## config.mk

```make
export PLATFORM = sky130hd
export DESIGN_NAME = adc_dac_loop
export DESIGN_NICKNAME = d
export VERILOG_FILES = /design/src/rtl/adc_dac_loop.sv
export SDC_FILE = /design/constraint.sdc
export NUM_CORES = 1
export LEC_CHECK = 0
export CAP_MARGIN = 20
export CORE_MARGIN = 5
export CORE_UTILIZATION = 30
export CTS_BUF_LIST = sky130_fd_sc_hd__clkbuf_8 sky130_fd_sc_hd__clkbuf_16
export DETAILED_ROUTE_END_ITERATION = 10
export PLACE_DENSITY = 0.42
export SLEW_MARGIN = 20
export SYNTH_ARGS = -nofsm -noshare
export SYNTH_HDL_FRONTEND = slang
export SYNTH_SLANG_ARGS = --single-unit
```

## constraint.sdc

```tcl
create_clock -name clk -period 7.51 [get_ports clk]
set_input_delay 0.751 -clock clk [delete_from_list [all_inputs] [get_ports clk]]
set_output_delay 0.751 -clock clk [all_outputs]
set_load 0.05 [all_outputs]
```

## src/rtl/adc_dac_loop.sv

```systemverilog
// ADC-to-DAC loop: register, offset-correct with clipping, programmable delay line, then DAC mux (pass/ramp/hold/mid).
// Pass-through latency 2+dly cycles; free-running every cycle with no backpressure.
module adc_dac_loop #(
  parameter int DATA_W = 14,
  parameter int DEPTH  = 16,
  parameter int CNT_W  = 16
) (
  input  logic                     clk,
  input  logic                     reset,
  input  logic [DATA_W-1:0]        ADC_A,
  input  logic [1:0]               loop_mode,
  input  logic [$clog2(DEPTH)-1:0] dly,
  input  logic [DATA_W:0]          offset,
  input  logic                     sat_clr,
  output logic [DATA_W-1:0]        DAC_A,
  output logic [CNT_W-1:0]         sat_cnt,
  output logic                     sat_flag,
  output logic                     mode,
  output logic                     dac_clk_A,
  output logic                     adc_clk_A,
  output logic                     dac_wrt_A,
  output logic                     adc_en_A
);

  localparam int PTR_W = $clog2(DEPTH);

  localparam logic [1:0] MODE_PASS = 2'b00;
  localparam logic [1:0] MODE_RAMP = 2'b01;
  localparam logic [1:0] MODE_HOLD = 2'b10;
  localparam logic [1:0] MODE_MID  = 2'b11;

  localparam logic [DATA_W-1:0] MID     = {1'b1, {(DATA_W-1){1'b0}}};
  localparam logic [DATA_W-1:0] FULL    = '1;
  localparam logic [CNT_W-1:0]  CNT_MAX = '1;

  logic [DATA_W-1:0]        adc_q;
  logic [DATA_W-1:0]        corr_q;
  logic [DATA_W-1:0]        corr_d;
  logic [DATA_W-1:0]        wr_dat;
  logic [DATA_W-1:0]        rd_dat;
  logic [DATA_W-1:0]        ramp_cnt;
  logic [DATA_W-1:0]        ramp_nxt;
  logic                     adc_vld;
  logic                     corr_vld;
  logic                     ramp_q;
  logic                     clip;
  logic signed [DATA_W+1:0] sum;
  logic [PTR_W-1:0]         wr_ptr;
  logic [PTR_W-1:0]         rd_ptr;
  logic [DATA_W-1:0]        mem [DEPTH];

  always_comb begin
    sum    = $signed({2'b00, adc_q}) + $signed({offset[DATA_W], offset});
    clip   = 1'b0;
    corr_d = sum[DATA_W-1:0];
    if (sum[DATA_W+1]) begin
      corr_d = '0;
      clip   = 1'b1;
    end else if (sum[DATA_W]) begin
      corr_d = FULL;
      clip   = 1'b1;
    end
  end

  // Bubbles left by reset enter the delay line as mid-scale, not as the zeroed pipeline regs.
  assign wr_dat   = corr_vld ? corr_q : MID;
  assign rd_ptr   = wr_ptr - dly;
  assign rd_dat   = (dly == '0) ? wr_dat : mem[rd_ptr];
  assign ramp_nxt = ramp_q ? ramp_cnt + DATA_W'(1) : '0;

  always_ff @(posedge clk) begin
    if (!reset) begin
      adc_q    <= '0;
      corr_q   <= '0;
      adc_vld  <= 1'b0;
      corr_vld <= 1'b0;
      wr_ptr   <= '0;
      ramp_cnt <= '0;
      ramp_q   <= 1'b0;
      sat_cnt  <= '0;
      DAC_A    <= MID;
      for (int i = 0; i < DEPTH; i++) begin
        mem[i] <= MID;
      end
    end else begin
      adc_q       <= ADC_A;
      adc_vld     <= 1'b1;
      corr_q      <= corr_d;
      corr_vld    <= adc_vld;
      mem[wr_ptr] <= wr_dat;
      wr_ptr      <= wr_ptr + PTR_W'(1);
      ramp_q      <= (loop_mode == MODE_RAMP);

      if (sat_clr) begin
        sat_cnt <= '0;
      end else if (clip && adc_vld && (sat_cnt != CNT_MAX)) begin
        sat_cnt <= sat_cnt + CNT_W'(1);
      end

      case (loop_mode)
        MODE_PASS: DAC_A <= rd_dat;
        MODE_RAMP: begin
          DAC_A    <= ramp_nxt;
          ramp_cnt <= ramp_nxt;
        end
        MODE_HOLD: DAC_A <= DAC_A;
        MODE_MID:  DAC_A <= MID;
        default:   DAC_A <= MID;
      endcase
    end
  end

  assign sat_flag  = (sat_cnt != '0);
  assign mode      = 1'b1;
  assign dac_clk_A = clk;
  assign adc_clk_A = clk;
  assign dac_wrt_A = clk;
  assign adc_en_A  = 1'b0;

endmodule

```

==> results.md, run 1 <==
* Status: complete, no violations
* Vias at 9296
* Fin. Hold Viols at 0
* Total congestion overflow at 0
* Hold Buf Count CTS at 0
* CTS tree: built
* Synth Instances at 1164
* Max Cap Violations at 0
* R2R setup slack at about 4 ns
* Synth warnings at 0
* Core ar. at 46260 um2
* NetSw at roughly 1.2 mW
* Min-Delay Path Class: reg -> reg
* Post-Synthesis Cell Area at 13940 um2
* Sequential fraction of the synthesis area at 59.60%
* Sw Ratio at a little over a quarter
* Fin Clk Skew at between 0.02 and 0.03 ns
* Static Leak at 5.647 nW
* Vias in the first global route at around 9500
* Synth cell types at 59
* Largest net degree at the start of global routing at 80
* Most frequent cells in the layout: nor2_1, edfxtp_1, dfxtp_1
* Setup WS post-layout at 2.045 ns
* Maximum fanout along the worst path at 2
* Fill cells at ~4500
* WL final at between 40 and 50 mm
* Gate power share at 13.1%
* Worst setup path class: clk -> out
* CP peak stage delay at 0.69 ns
* Post-Place Worst Slack at ~2.3 ns
* First-pass GRT wire length at approximately 63 mm
* Antenna violations before repair at 0
* Post-cts sizing count at 0
* HPWL after DPL at 26.88 mm
* Die H at 225.6 um
* Synthesized area per cell at 11.98 um2
* Diodes inserted at 0
* Placed cells at 1767
* Row count at between 70 and 80
* Total design power at between 4 and 5 mW
* Starting Density at 30.13%
* Flop pwr share at a little over two fifths
* Die X-Extent at between 200 and 250 um
* Routed wire per std cell at between 20 and 25 um
* Non-filler cells in the finished layout at 1840
* CP cell instances: clkbuf_16 -> clkbuf_16 -> clkdlybuf4s50_1
* Maximum VDD drop at 0.0003112 V
* TritonRoute pass-1 iters at 5
* Commonest non-fill, non-tap cell in the layout: nor2_1
* Number of flops mapped to enable cells by yosys at between 200 and 250
* Fraction of registers with async set/reset at 0%
* Share of total power in the clock network at between 40% and 50%
* GP Congestion at approximately 0.76
* Placed cell area at approximately 15000 um2
* # setup viols final at 0
* Final net count at roughly 1300
* Final Util at about 36%
* Die area at about 51000 um2
* Syn_nets at approximately 1200
* Critical path's most frequent cell: clkbuf_16
* #FFs+latches synth at 303
* CP max-delay cell: clkdlybuf4s50_1
* Setup TNS at 0 ns
* Global Route Usage Sum at 16.76%
* Number of I/O pins at 74
* Clock Latency Late Sink at roughly 0.67 ns
* Clock transition at path regs at ~0.050 ns
* DR DRC count at 0
* Critical Path RT at roughly 6.8 ns
* DRT antenna net count at 0
* Rel. slew slack at between 30% and 40%
* Area Growth Syn to Fin at 18.04%
* Internal power at 3.246 mW
* Power per cell area at 270.9 nW/um2
* Worst Tran Pin Value at 1.033 ns
* Layout cells sized above 1 at around an eighth
* PortBufs at 71
* Final Slew Violations at 0
* Postcts setup bufs at 0
* Startpoint Class: clock port
* Worst hold slack at 0.4630 ns
* Vias per Instance at around 5.1
* Fin area at roughly 16000 um2
* Iteration-0 DRC Markers at about 840
* RSZ-0062 raised after global routing: no
* Arrival time worst endpoint at about 4.7 ns
* Top FF cell, synth: edfxtp_1
* Crit. End Element: primary output
worst max-delay path: cells and delay by family:
kind	cells	cell delay, ns
buffers and inverters	3	0.95
state kept, by name, indices dropped and copies added, names as in the netlist:
register / count
wr_ptr: 4
DAC_A: 14
ramp_q: 1
corr_q: 14
ramp_cnt: 14
adc_vld: 1
sat_cnt: 16
corr_vld: 1
mem: 224
adc_q: 14
cells in the mapped netlist (2+ instances only):
cell type / n / share of area, %
or4_1: 4 / 0.22
a21oi_1: 59 / 2.1
nor4_1: 4 / 0.18
o22ai_1: 3 / 0.13
conb_1: 2 / 0.054
buf_1: 4 / 0.11
o221a_2: 4 / 0.32
buf_2: 9 / 0.32
or3_1: 5 / 0.22
nand3_1: 39 / 1.4
buf_4: 5 / 0.27
a21o_1: 14 / 0.75
o21ai_1: 5 / 0.18
o211ai_1: 3 / 0.16
xnor2_1: 16 / 1.0
mux4_2: 56 / 9.0
nor2_1: 254 / 6.8
nand3_4: 2 / 0.25
dfxtp_1: 79 / 11
o31ai_1: 2 / 0.11
and2_1: 17 / 0.76
nand4_1: 21 / 0.94
clkbuf_1: 66 / 1.8
a2111oi_0: 3 / 0.19
nor3_1: 11 / 0.39
nor2b_1: 10 / 0.45
a31oi_1: 5 / 0.22
nor4b_1: 2 / 0.13
nand2b_1: 5 / 0.22
ha_1: 24 / 2.2
xor2_1: 23 / 1.4
fa_1: 2 / 0.29
mux2i_1: 29 / 2.1
o211a_1: 2 / 0.14
nand2_1: 77 / 2.1
a211oi_1: 14 / 0.75
edfxtp_1: 224 / 48
and3_1: 2 / 0.090
inv_1: 18 / 0.48
inv_2: 2 / 0.054
o21a_1: 2 / 0.11
o21ai_0: 18 / 0.65
o311ai_0: 2 / 0.13
power groups by stage:
stage / Clock, mW / Combinational, mW / Sequential (mW)
finish: 1.97 / 0.583 / 1.91
global route: 2.08 / 0.626 / 1.91
CTS: 2.01 / 0.591 / 1.91
detailed placement: 0.0922 / 0.589 / 1.94
global placement: 0.0922 / 0.586 / 1.94
floorplan: 0.0861 / 0.370 / 1.94
routing by layer:
layer | global-route usage (%) | routed length, um | vias up
met5 | 0 | 0 | -
met3 | 3.035 | 1843 | 58
met1 | 22.70 | 19430 | 4712
met2 | 27.71 | 20480 | 217
li1 | - | - | 4309
met4 | 4.783 | 996 | 0
area by class of cell:
type	instances	area, um2	area share, %
flip-flops and latches	303	8308	50.49
multi-input cells	755	5229	31.78
clock buffers	47	1097	6.669
well taps	607	759.5	4.616
repair buffers	79	758.2	4.608
clock inverters	29	227.7	1.384
inverters	20	75.07	0.4562
kinds of logic (layout without fill, tap and decap cells):
kind of cell,count (synthesis),after routing,share of synthesized area (%)
and+or+nand+nor,461,461,14.69
DFF,303,303,59.60
adders and majority gates,26,26,2.441
other,2,2,0.05388
xor gates and xnor gates,39,39,2.450
buffers and inverters,106,175,3.204
muxes,85,85,11.13
AOI/OAI and AO/OA,142,142,6.427
final timing paths:
path              cells after the start  startpoint   endpoint
hold / removal                        1     adc_vld   corr_vld
setup / recovery                      3         clk  dac_clk_A
setup reg to reg                      9   wr_ptr[0]  DAC_A[10]
hold reg to reg                       1     adc_vld   corr_vld
Note: power is estimated with default switching activity, not from simulation.
==> inputs of run 2 (changes only) <==
- clock period: 7.51 -> 5.75 ns (I/O delays scaled with it)
==> run 2 against run 1 <==
Against the previous run: wire length is 1.2% higher; largest power group is now sequential cells; via count is 1.4% higher; critical path depth stayed put; count of clock-buffer cells in the layout is 3 lower; critical path type unchanged; clock power is 26% higher; largest cell class unchanged; global-route usage is 0.30 points higher; cell count is 0.38% higher; highest routed layer is now met5; sequential cell count stayed put; critical endpoint unchanged; setup slack worse by 0.70 ns; final area is 0.13% higher; first-iteration DRC count is 7.6% lower; sequential power is 30% higher.
==> results.md, run 2 (synthesis gave the netlist of run 1 again) <==
* Status: complete, no violations
* Hold Buf Count CTS at 0
* R2R Path Start: wr_ptr[0]
* Maximum fanout along the worst path at 2
* Critical Path RT at slightly above 5 ns
* Iteration-0 DRC Markers at about 770
* Static Leak at around 5.7 nW
* Layout cells sized above 1 at 12.42%
* Global Route Usage Sum at 17.06%
* Postcts setup bufs at 0
* Vias per Instance at roughly 5.1
* Number of I/O pins at 74
* Row count at just under 80
* Die X-Extent at 225.6 um
* Routed wire per std cell at about 23 um
* Final Util at between 30% and 40%
* RSZ-0062 raised after global routing: no
* Worst Tran Pin Value at around 1.1 ns
* Fin. Hold Viols at 0
* Startpoint Class: clock port
* Rel. slew slack at around 28%
* Clock Latency Late Sink at about 0.64 ns
* Crit. End Element: primary output
* CP peak stage delay at 0.69 ns
* Maximum VDD drop at a little under 0.0004 V
* CP cell instances: clkbuf_16 -> clkbuf_16 -> clkdlybuf4s50_1
* Top reg by flops: mem
* TritonRoute pass-1 iters at 5
* Max Cap Violations at 0
* GP Congestion at between 0.7 and 0.8
* DR DRC count at 0
* Total congestion overflow at 0
* Final net count at ~1300
* Vias in the first global route at 9611
* Most frequent cells in the layout: nor2_1, edfxtp_1, dfxtp_1
* Commonest non-fill, non-tap cell in the layout: nor2_1
* Biggest regs: mem: 224 flops, sat_cnt: 16 flops
* DRT antenna net count at 0
* CP max-delay cell: clkdlybuf4s50_1
* Final Slew Violations at 0
* PortBufs at 71
* # setup viols final at 0
* Number of flip-flops in the largest register at 224
* Min-Delay Path Class: in -> reg
* Area of the multi-input gates at about 5200 um2
* Power per cell area at approximately 350 nW/um2
* Fin Clk Skew at 0.01976 ns
* First-pass GRT wire length at 64.38 mm
* Largest net degree at the start of global routing at 36
* Die area at a little over 50000 um2
* R2R setup slack at between 2 and 2.5 ns
* CTS tree: built
* Critical path's most frequent cell: clkbuf_16
* Hold Startpoint: reset
* Hold Path Stages at 2
* Area Growth Syn to Fin at 18.19%
* Vias at ~9400
* R2R cell count at 11
* Core ar. at between 40000 and 50000 um2
* Antenna violations before repair at 1
* HPWL after DPL at 27.47 mm
* Clock transition at path regs at approximately 0.060 ns
* Starting Density at 30.13%
* Diodes inserted at 0
* WHS Endpoint: mem[10][13]
* Setup TNS at 0 ns
* FF+latch area at approximately 8300 um2
* Fill cells at roughly 4500
* Die H at 225.6 um
* WL final at around 43 mm
* Worst setup path class: clk -> out
* FF-to-FF End: DAC_A[10]
* Arrival time worst endpoint at between 3 and 4 ns
* Post-cts sizing count at 0
[run 2: cell type report]
cell class	instances	share of cell area (%)
clock buffer	44	6.409
sequential	303	50.43
timing repair buffer	91	5.149
tap	607	4.610
clock inverter	27	1.162
inverter	20	0.4557
multi-input combinational	755	31.79
[run 2: worst max path at each step]
| stage | depth (start not counted) | to | from | slack (ns) |
|---|---|---|---|---|
| final | 3 | dac_clk_A | clk | 1.34 |
| after global routing | 3 | dac_clk_A | clk | 1.32 |
| after CTS | 3 | dac_clk_A | clk | 1.34 |
| after detailed placement | 11 | DAC_A[2] | dly[0] | 1.57 |
| after global placement | 11 | DAC_A[2] | dly[0] | 1.61 |
| after floorplan | 1 | adc_clk_A | clk | 2.13 |
[run 2: where the power goes]
group	switching, mW	total (mW)	internal (mW)
combinational	0.488	0.789	0.301
sequential	0.0379	2.48	2.44
clock	1.03	2.48	1.45
[run 2: layer usage]
metal,wire length (um),vias to the layer above,GRT usage [%]
met5,20,-,0
met4,1020,2,4.842
met3,2246,71,3.113
met2,19800,272,26.34
met1,20190,4764,24.73
li1,-,4319,-
[run 2: through the flow]
step | setup WS [ns] | cells | power (mW) | area [um2] | hold WS, ns
2_1_floorplan | 2.133 | 1164 | 3.134 | 13940 | 0.4352
3_3_place_gp | 1.605 | 1779 | 3.447 | 15250 | 0.4632
3_5_place_dp | 1.571 | 1779 | 3.448 | 15250 | 0.4665
4_1_cts | 1.336 | 1847 | 5.812 | 16470 | 0.3980
5_1_grt | 1.323 | 1847 | 5.956 | 16480 | 0.4310
6_report | 1.345 | 1847 | 5.745 | 16480 | 0.4164
[run 2: critical path: cells and delay by family]
family,cells,cell delay (ns)
buf+inv,3,0.95
